[config.mk]
export PLATFORM = sky130hd
export DESIGN_NAME = conv_acc_calc
export DESIGN_NICKNAME = d
export VERILOG_FILES = /design/src/rtl/conv_acc_calc.sv
export SDC_FILE = /design/constraint.sdc
export NUM_CORES = 1
export LEC_CHECK = 0
export BUFFER_PORTS_ARGS = -buffer_cell sky130_fd_sc_hd__buf_4
export CORE_ASPECT_RATIO = 1.5
export CORE_MARGIN = 1
export CORE_UTILIZATION = 41
export DETAILED_ROUTE_END_ITERATION = 16
export GPL_ROUTABILITY_DRIVEN = 0
export HOLD_SLACK_MARGIN = 0.12
export REMOVE_ABC_BUFFERS = 1
export SLEW_MARGIN = 20
export SYNTH_ARGS = -nofsm -noshare
export SYNTH_HDL_FRONTEND = slang
export SYNTH_SLANG_ARGS = --single-unit
[constraint.sdc]
create_clock -name clk -period 6.7 [get_ports clk]
set_clock_uncertainty 0.1 [all_clocks]
set_input_delay 1.005 -clock clk [delete_from_list [all_inputs] [get_ports clk]]
set_output_delay 1.005 -clock clk [all_outputs]
set_load 0.05 [all_outputs]
[src/rtl/conv_acc_calc.sv]
// conv_acc_calc: KxK signed MAC with adder tree, CH-beat channel accumulation,
// bias, optional ReLU and output saturation behind a valid/ready handshake.
module conv_acc_calc #(
    parameter int KERNEL = 3,
    parameter int N      = 4,
    parameter int M      = 4,
    parameter int E      = 4,
    parameter int CH     = 4,
    parameter int OUT_W  = 8,
    localparam int ACC_W = N + M + E + $clog2(CH)
) (
    input  logic                            clk,
    input  logic                            rst,
    input  logic [KERNEL*KERNEL*N-1:0]      data2conv,
    input  logic [KERNEL*KERNEL*M-1:0]      w,
    input  logic                            en_in,
    output logic                            rdy_out,
    input  logic signed [ACC_W-1:0]         bias,
    input  logic                            relu_en,
    input  logic                            clr,
    output logic signed [OUT_W-1:0]         d_out,
    output logic                            en_out,
    input  logic                            rdy_in
);
    localparam int T  = KERNEL * KERNEL;
    localparam int P  = N + M;
    localparam int S  = N + M + E;
    localparam int CW = CH > 1 ? $clog2(CH) : 1;
    localparam logic signed [ACC_W:0] MAX_V = (ACC_W+1)'((1 << (OUT_W - 1)) - 1);
    localparam logic signed [ACC_W:0] MIN_V = -MAX_V - 1;

    logic                    stall, accept, last;
    logic                    v1, v2, v3;
    logic signed [P-1:0]     prod_c [T];
    logic signed [P-1:0]     prod1 [T];
    logic signed [S-1:0]     sum_c, sum2;
    logic signed [ACC_W-1:0] bias1, bias2, acc, acc_next;
    logic                    relu1, relu2;
    logic [CW-1:0]           cnt;
    logic signed [ACC_W:0]   biased, rect;
    logic signed [OUT_W-1:0] sat_c;

    assign stall   = en_out & ~rdy_in;
    assign rdy_out = ~stall;
    assign accept  = en_in & rdy_out & ~clr;
    assign last    = cnt == CW'(CH - 1);

    always_comb begin
        for (int i = 0; i < T; i++)
            prod_c[i] = P'($signed(data2conv[i*N +: N])) * P'($signed(w[i*M +: M]));
    end

    always_comb begin
        sum_c = '0;
        for (int i = 0; i < T; i++)
            sum_c = sum_c + S'(prod1[i]);
    end

    // v3 marks a partial group held in the accumulator, i.e. the count is nonzero
    always_comb begin
        acc_next = v3 ? acc + ACC_W'(sum2) : ACC_W'(sum2);
        biased   = (ACC_W+1)'(acc_next) + (ACC_W+1)'(bias2);
        rect     = (relu2 && biased[ACC_W]) ? '0 : biased;
        sat_c    = rect > MAX_V ? OUT_W'(MAX_V) : rect < MIN_V ? OUT_W'(MIN_V) : $signed(rect[OUT_W-1:0]);
    end

    always_ff @(posedge clk or negedge rst) begin
        if (!rst) begin
            v1     <= 1'b0;
            v2     <= 1'b0;
            v3     <= 1'b0;
            cnt    <= '0;
            acc    <= '0;
            d_out  <= '0;
            en_out <= 1'b0;
        end else if (clr) begin
            v1     <= 1'b0;
            v2     <= 1'b0;
            v3     <= 1'b0;
            cnt    <= '0;
            en_out <= 1'b0;
        end else if (!stall) begin
            v1     <= accept;
            v2     <= v1;
            en_out <= v2 & last;
            if (v2) begin
                acc <= acc_next;
                v3  <= ~last;
                cnt <= last ? '0 : cnt + 1'b1;
            end
            if (v2 & last)
                d_out <= sat_c;
        end
    end

    // Datapath payload needs no reset; the valid bits qualify it.
    always_ff @(posedge clk) begin
        if (accept) begin
            prod1 <= prod_c;
            bias1 <= bias;
            relu1 <= relu_en;
        end
        if (v1 & ~stall) begin
            sum2  <= sum_c;
            bias2 <= bias1;
            relu2 <= relu1;
        end
    end
endmodule
# Word level (Yosys, flattened, before mapping)
# Cells that the tools add are included.
dict set report word_totals {
  in_bits 92
  out_inout_bits 10
  ff_bits 142
}
dict set report classes {
  magnitude_cmp 2
  add_sub_neg 11
  n_mul 9
  eq_ne 2
  n_reduce_logical 5
  mux 17
  n_bitwise 9
}
# operator count
set op_table {}
lappend op_table {{4-bit by 4-bit multiplier with 8-bit output} 9}
lappend op_table {{12-bit by 8-bit adder with 12-bit output} 4}
lappend op_table {{8-bit two-way mux} 2}
lappend op_table {{14-bit by 14-bit adder with 15-bit output} 1}
lappend op_table {{15-bit by 8-bit > comparator with 1-bit output, second input constant} 1}
lappend op_table {{15-bit by 8-bit < comparator with 1-bit output, second input constant} 1}
lappend op_table {{15-bit two-way mux} 1}
lappend op_table {{14-bit by 12-bit adder with 14-bit output} 1}
lappend op_table {{14-bit two-way mux} 1}
lappend op_table {{11-bit by 8-bit adder with 12-bit output} 1}
lappend op_table {{10-bit by 8-bit adder with 11-bit output} 1}
lappend op_table {{9-bit by 8-bit adder with 10-bit output} 1}
lappend op_table {{8-bit by 8-bit adder with 9-bit output} 1}
lappend op_table {{1-bit two-way mux} 9}
lappend op_table {{2-bit two-way mux} 4}
lappend op_table {{3-bit AND reduction} 2}
lappend op_table {{1-bit bitwise AND} 5}
lappend op_table {{1-bit inverter} 4}
lappend op_table {{2-bit by 1-bit adder with 2-bit output, second input constant} 1}
lappend op_table {{2-bit equality test, second input constant} 1}
lappend op_table {{2-bit != test, second input constant} 1}
lappend op_table {{2-bit AND reduction} 1}
lappend op_table {{2-bit nonzero test} 1}
lappend op_table {{1-bit logical AND} 1}

# Depth between registers and ports, before layout
dict set report logic_depth {
  depth_word 8
  ltp_mapped 20
}

# Least setup slack after synthesis
# OpenSTA, ideal clock, no wires.
dict set report synth_timing {
  path_type {register -> register}
  from {register sum2[0]}
  to {register d_out[4]}
  path_slack_ns 2.321
  setup_time_ns 0.126
  n_path_buf 0
  arrival_ns 4.153
  path_stages_with_launch 19
  path_cell_list {edfxtp_1 ha_1 fa_1 a21o_1 a21oi_1 o21ai_0 a21oi_1 o21bai_1 a2111oi_0 o21ai_0 nand3b_1 nand2_1 ha_1 inv_1 nor2_1 a221o_1 a311oi_2 a211oi_2 a221o_1}
}
dict set report synth_between {
  elab_chain_cells 8
}
# element line
set synth_lines {}
lappend synth_lines {{start, declared} 36} ;# logic signed [S-1:0] sum_c, sum2;
lappend synth_lines {{start signal, assigned} 104} ;# sum2 <= sum_c;
lappend synth_lines {{14-bit by 12-bit adder with 14-bit output (*)} 61} ;# acc_next = v3 ? acc + ACC_W'(sum2) : ACC_W'(sum2);
lappend synth_lines {{14-bit two-way mux (*)} 61}
lappend synth_lines {{net acc_next[12]} 37} ;# logic signed [ACC_W-1:0] bias1, bias2, acc, acc_next;
lappend synth_lines {{14-bit by 14-bit adder with 15-bit output (*)} 62} ;# biased = (ACC_W+1)'(acc_next) + (ACC_W+1)'(bias2);
lappend synth_lines {{1-bit logical AND} 63} ;# rect = (relu2 && biased[ACC_W]) ? '0 : biased;
lappend synth_lines {{15-bit two-way mux (*)} 63}
lappend synth_lines {{15-bit by 8-bit < comparator with 1-bit output} 64} ;# sat_c = rect > MAX_V ? OUT_W'(MAX_V) : rect < MIN_V ? OUT_W'(MIN_V) : $signed(rect[OUT_W-1:0]);
lappend synth_lines {{8-bit two-way mux} 64}
lappend synth_lines {{8-bit two-way mux (*)} 64}
lappend synth_lines {{end signal, assigned} 92} ;# d_out <= sat_c;
lappend synth_lines {{end, declared} 21} ;# output logic signed [OUT_W-1:0] d_out,
# Mark *: on every way through the listed nets, which the timed path passes. The rest lies on a longest branch.
# A chain may end at the register's enable or synchronous reset.

# Worst setup path in the final report
# Same ends and word-level chain as after synthesis.

==> impl_metrics.ini <==
[critical_path]
critical_path_cell_with_the_highest_stage_delay = a2111oi_0
worst-path-max-fanout = 5
timing.reg2reg.worst_path_depth = 19
worstPathBufferInverterCount = 1
worst_path_dominant_cell_family = compound AO/OA/AOI/OAI gates
critical_path.cell_chain = ha_1 > fa_1 > a21o_1 > a21oi_1 > o21ai_0 > a21oi_1 > o21bai_1 > a2111oi_0 > o21ai_0 > nand3b_1 > nand2_1 > ha_1 > inv_1 > nor2_1 > a221oi_1 > a41o_1 > o21ai_1 > nor2b_1 > a221o_1
crit-reg2reg-capture = d_out[4]
r2r_setup_slack_ns = 1.80
worstSetupPathType = reg -> reg
critPathRequiredTime_ns = 6.90
cp-start-kind = flip-flop
worst_r2r_src = sum2[0]
cp-end-kind = flip-flop
timing.critical_path.slowest_cell_delay_ns = 0.52
arrival_ns = 5.11

[routing]
drc = 0
drt_pre_antenna_iters = 4
ant_nets = 0
drt_wl_total_um = 24200
post_drt_wl_per_cell_um = 14.7
drt_first_iter_violations = 189
vias_per_cell = 4.85
route.vias.total = 7995

[logic_synthesis]
netlist_area_before_placement_um2 = 12800
synth_cell_type_count = 57
synthCells = 1118
yosys_most_used_dff = edfxtp_1
ys_seq_elements = 142
synth_area_per_cell_um2 = 11.4
synth_enable_flop_cells = 114
synthesis.yosys.warnings = 0
synth-async-reset-ratio_pct = 19.7
synth-seq-area-share_pct = 32.3

[floorplan]
io-pin-count = 102
die_y_um = 218
coreArea_um2 = 30400
start_util_pct = 41.9
std_cell_rows = 78
die_width_um = 146
fp.dieArea_um2 = 31900

[sta]
layout_min_cycle_time_ns = 4.90
finalCritPeriodShare_pct = 73.2
worstMarginPinSlew_ns = 0.938
grt_setup_unrepaired = no
final.setup.tns_ns = 0
timing_hold_violations_final = 0
max_slew_margin_pct = 37.4
setup_viol = 0
fmax_ghz = 0.204
timing.final.max_slew_violations = 0

[final_layout]
post-route-cell-area_um2 = 14600
num-nets-final = 1618
area_growth_pct = 14.3
mostFrequentLayoutCells = inv_1, ha_1, fa_1, edfxtp_1, buf_4
mostFrequentLayoutCell = inv_1
antennaDiodeCount = 0
drive_gt1_share_pct = 13.0

[clock_network]
tritoncts = done
clock_tree.htree_level_count = 4
cts_max_path_buffers = 2
number_of_setup_buffers_added_after_cts = 0
tritoncts.num_buffers = 17
cts-hold-fix-buffers = 0
cts.clk_slew.worst_paths_ns = 0.06
cts.sinks = 142
clock_tree.root_cell = clkbuf_16
post_cts.resized_instances = 0
clock_insertion_delay_worst_skew_ns = 0.43

[power]
p_int_w = 0.00426
clock_power_share_pct = 12.3
peakVddDrop_v = 0.000429
power.switching_fraction_pct = 41.4
p_leak_nw = 6.93
switching_power_w = 0.00301
power_per_cell_area_nw_per_um2 = 498
combinationalPowerShare_pct = 66.4
seq_power_share_pct = 21.3

[run]
timing.max_cap.violations = 0

[grt]
grt_use_total_pct = 16.4
grt_start_max_net_pins = 76
first_global_vias = 8769
grt_antenna_before_repair = 0
global_route.overflow_total = 0
grt_first_pass_wirelength_um = 41100

[outcome]
run_status = finished, final reports clean

[worst_hold_path]
holdCritStartpoint = bias1[11]
min-delay-path-class = reg -> reg
min_delay_worst_endpoint = bias2[11]
cell_depth_of_the_worst_hold_path = 0

[placed_design]
dpl-instance-area_um2 = 14000
hpwl_um = 20400
io_buffers = 101
-- cell usage after synthesis (all sizes together), types with 3 or more instances --
library cell,count,area share [%]
a211oi,4,0.27
a21o,25,1.5
a21oi,41,1.6
a221o,4,0.31
a22o,5,0.34
a311oi,3,0.25
a31oi,3,0.15
and2,64,3.1
clkbuf,5,0.15
dfrtp,28,5.5
edfxtp,114,27
fa,142,22
ha,149,15
inv,211,6.2
mux2,19,1.7
mux2i,3,0.24
nand2,62,1.8
nand2b,26,1.3
nand3,7,0.27
nor2,32,0.94
nor2b,6,0.29
nor3,8,0.31
nor4,4,0.20
o2111ai,3,0.34
o21ai,21,0.82
o21bai,5,0.29
o31ai,3,0.18
or2,5,0.24
xnor2,75,5.1
xor2,16,1.1
-- cell type report --
| class | instances | area (µm²) |
|---|---|---|
| fillers | 2827 | 15900 |
| clock inverters | 14 | 134 |
| flip-flops and latches | 142 | 4120 |
| well taps | 400 | 500 |
| inverters | 211 | 792 |
| repair buffers | 104 | 781 |
| clock buffers | 18 | 429 |
| multi-input cells | 759 | 7840 |
-- per-stage QoR --
stage | util (%) | std cells | power [W] | setup WS, ns | hold slack [ns]
after detailed placement | 46.1 | 1616 | 0.00644 | 1.81 | 0.306
after global placement | 46.1 | 1616 | 0.00628 | 1.89 | 0.303
final | 47.9 | 1648 | 0.00727 | 1.80 | 0.314
after floorplan | - | 1112 | 0.00549 | 2.32 | 0.300
after global routing | 47.9 | 1648 | 0.00810 | 1.20 | 0.316
after CTS | 47.9 | 1648 | 0.00737 | 1.77 | 0.315
-- logic make-up after synthesis --
family,count (synthesis),share of synthesized area [%]
fa+ha+maj,291,36.9
simple gates,221,8.92
buf+inv,217,6.39
flops,142,32.3
compound gates,134,7.40
xor+xnor,91,6.24
mux,22,1.91
-- state kept, by name, summed over array words and instances (netlist names), 2 cells and up --
name,cells
acc,14
bias1,14
bias2,14
cnt,2
d_out,8
prod1,72
sum2,12
-- layer usage --
layer  track usage (%)  vias to the layer above  wire length, µm
met2              34.0                      102            14300
met5                 0                        -                0
met4              5.90                        0              546
met1              16.6                     3939             8930
li1                  -                     3920                -
met3              1.82                       34              419
-- worst max path at each step --
stage          endpoint     from  depth (start not counted)
2_1_floorplan  d_out[4]  sum2[0]                         18
3_3_place_gp   d_out[2]  sum2[0]                         18
3_5_place_dp   d_out[4]  sum2[0]                         18
4_1_cts        d_out[4]  sum2[0]                         18
5_1_grt        d_out[5]  sum2[0]                         18
6_report       d_out[4]  sum2[0]                         19
-- power by group through the flow --
stage | clock network, W | logic [W] | registers, W
floorplan | 0 | 0.00395 | 0.00153
global placement | 0 | 0.00472 | 0.00157
detailed placement | 0 | 0.00487 | 0.00157
CTS | 0.000911 | 0.00490 | 0.00156
global route | 0.000946 | 0.00558 | 0.00157
finish | 0.000895 | 0.00482 | 0.00155
Note: power is estimated with default switching activity, not from simulation.
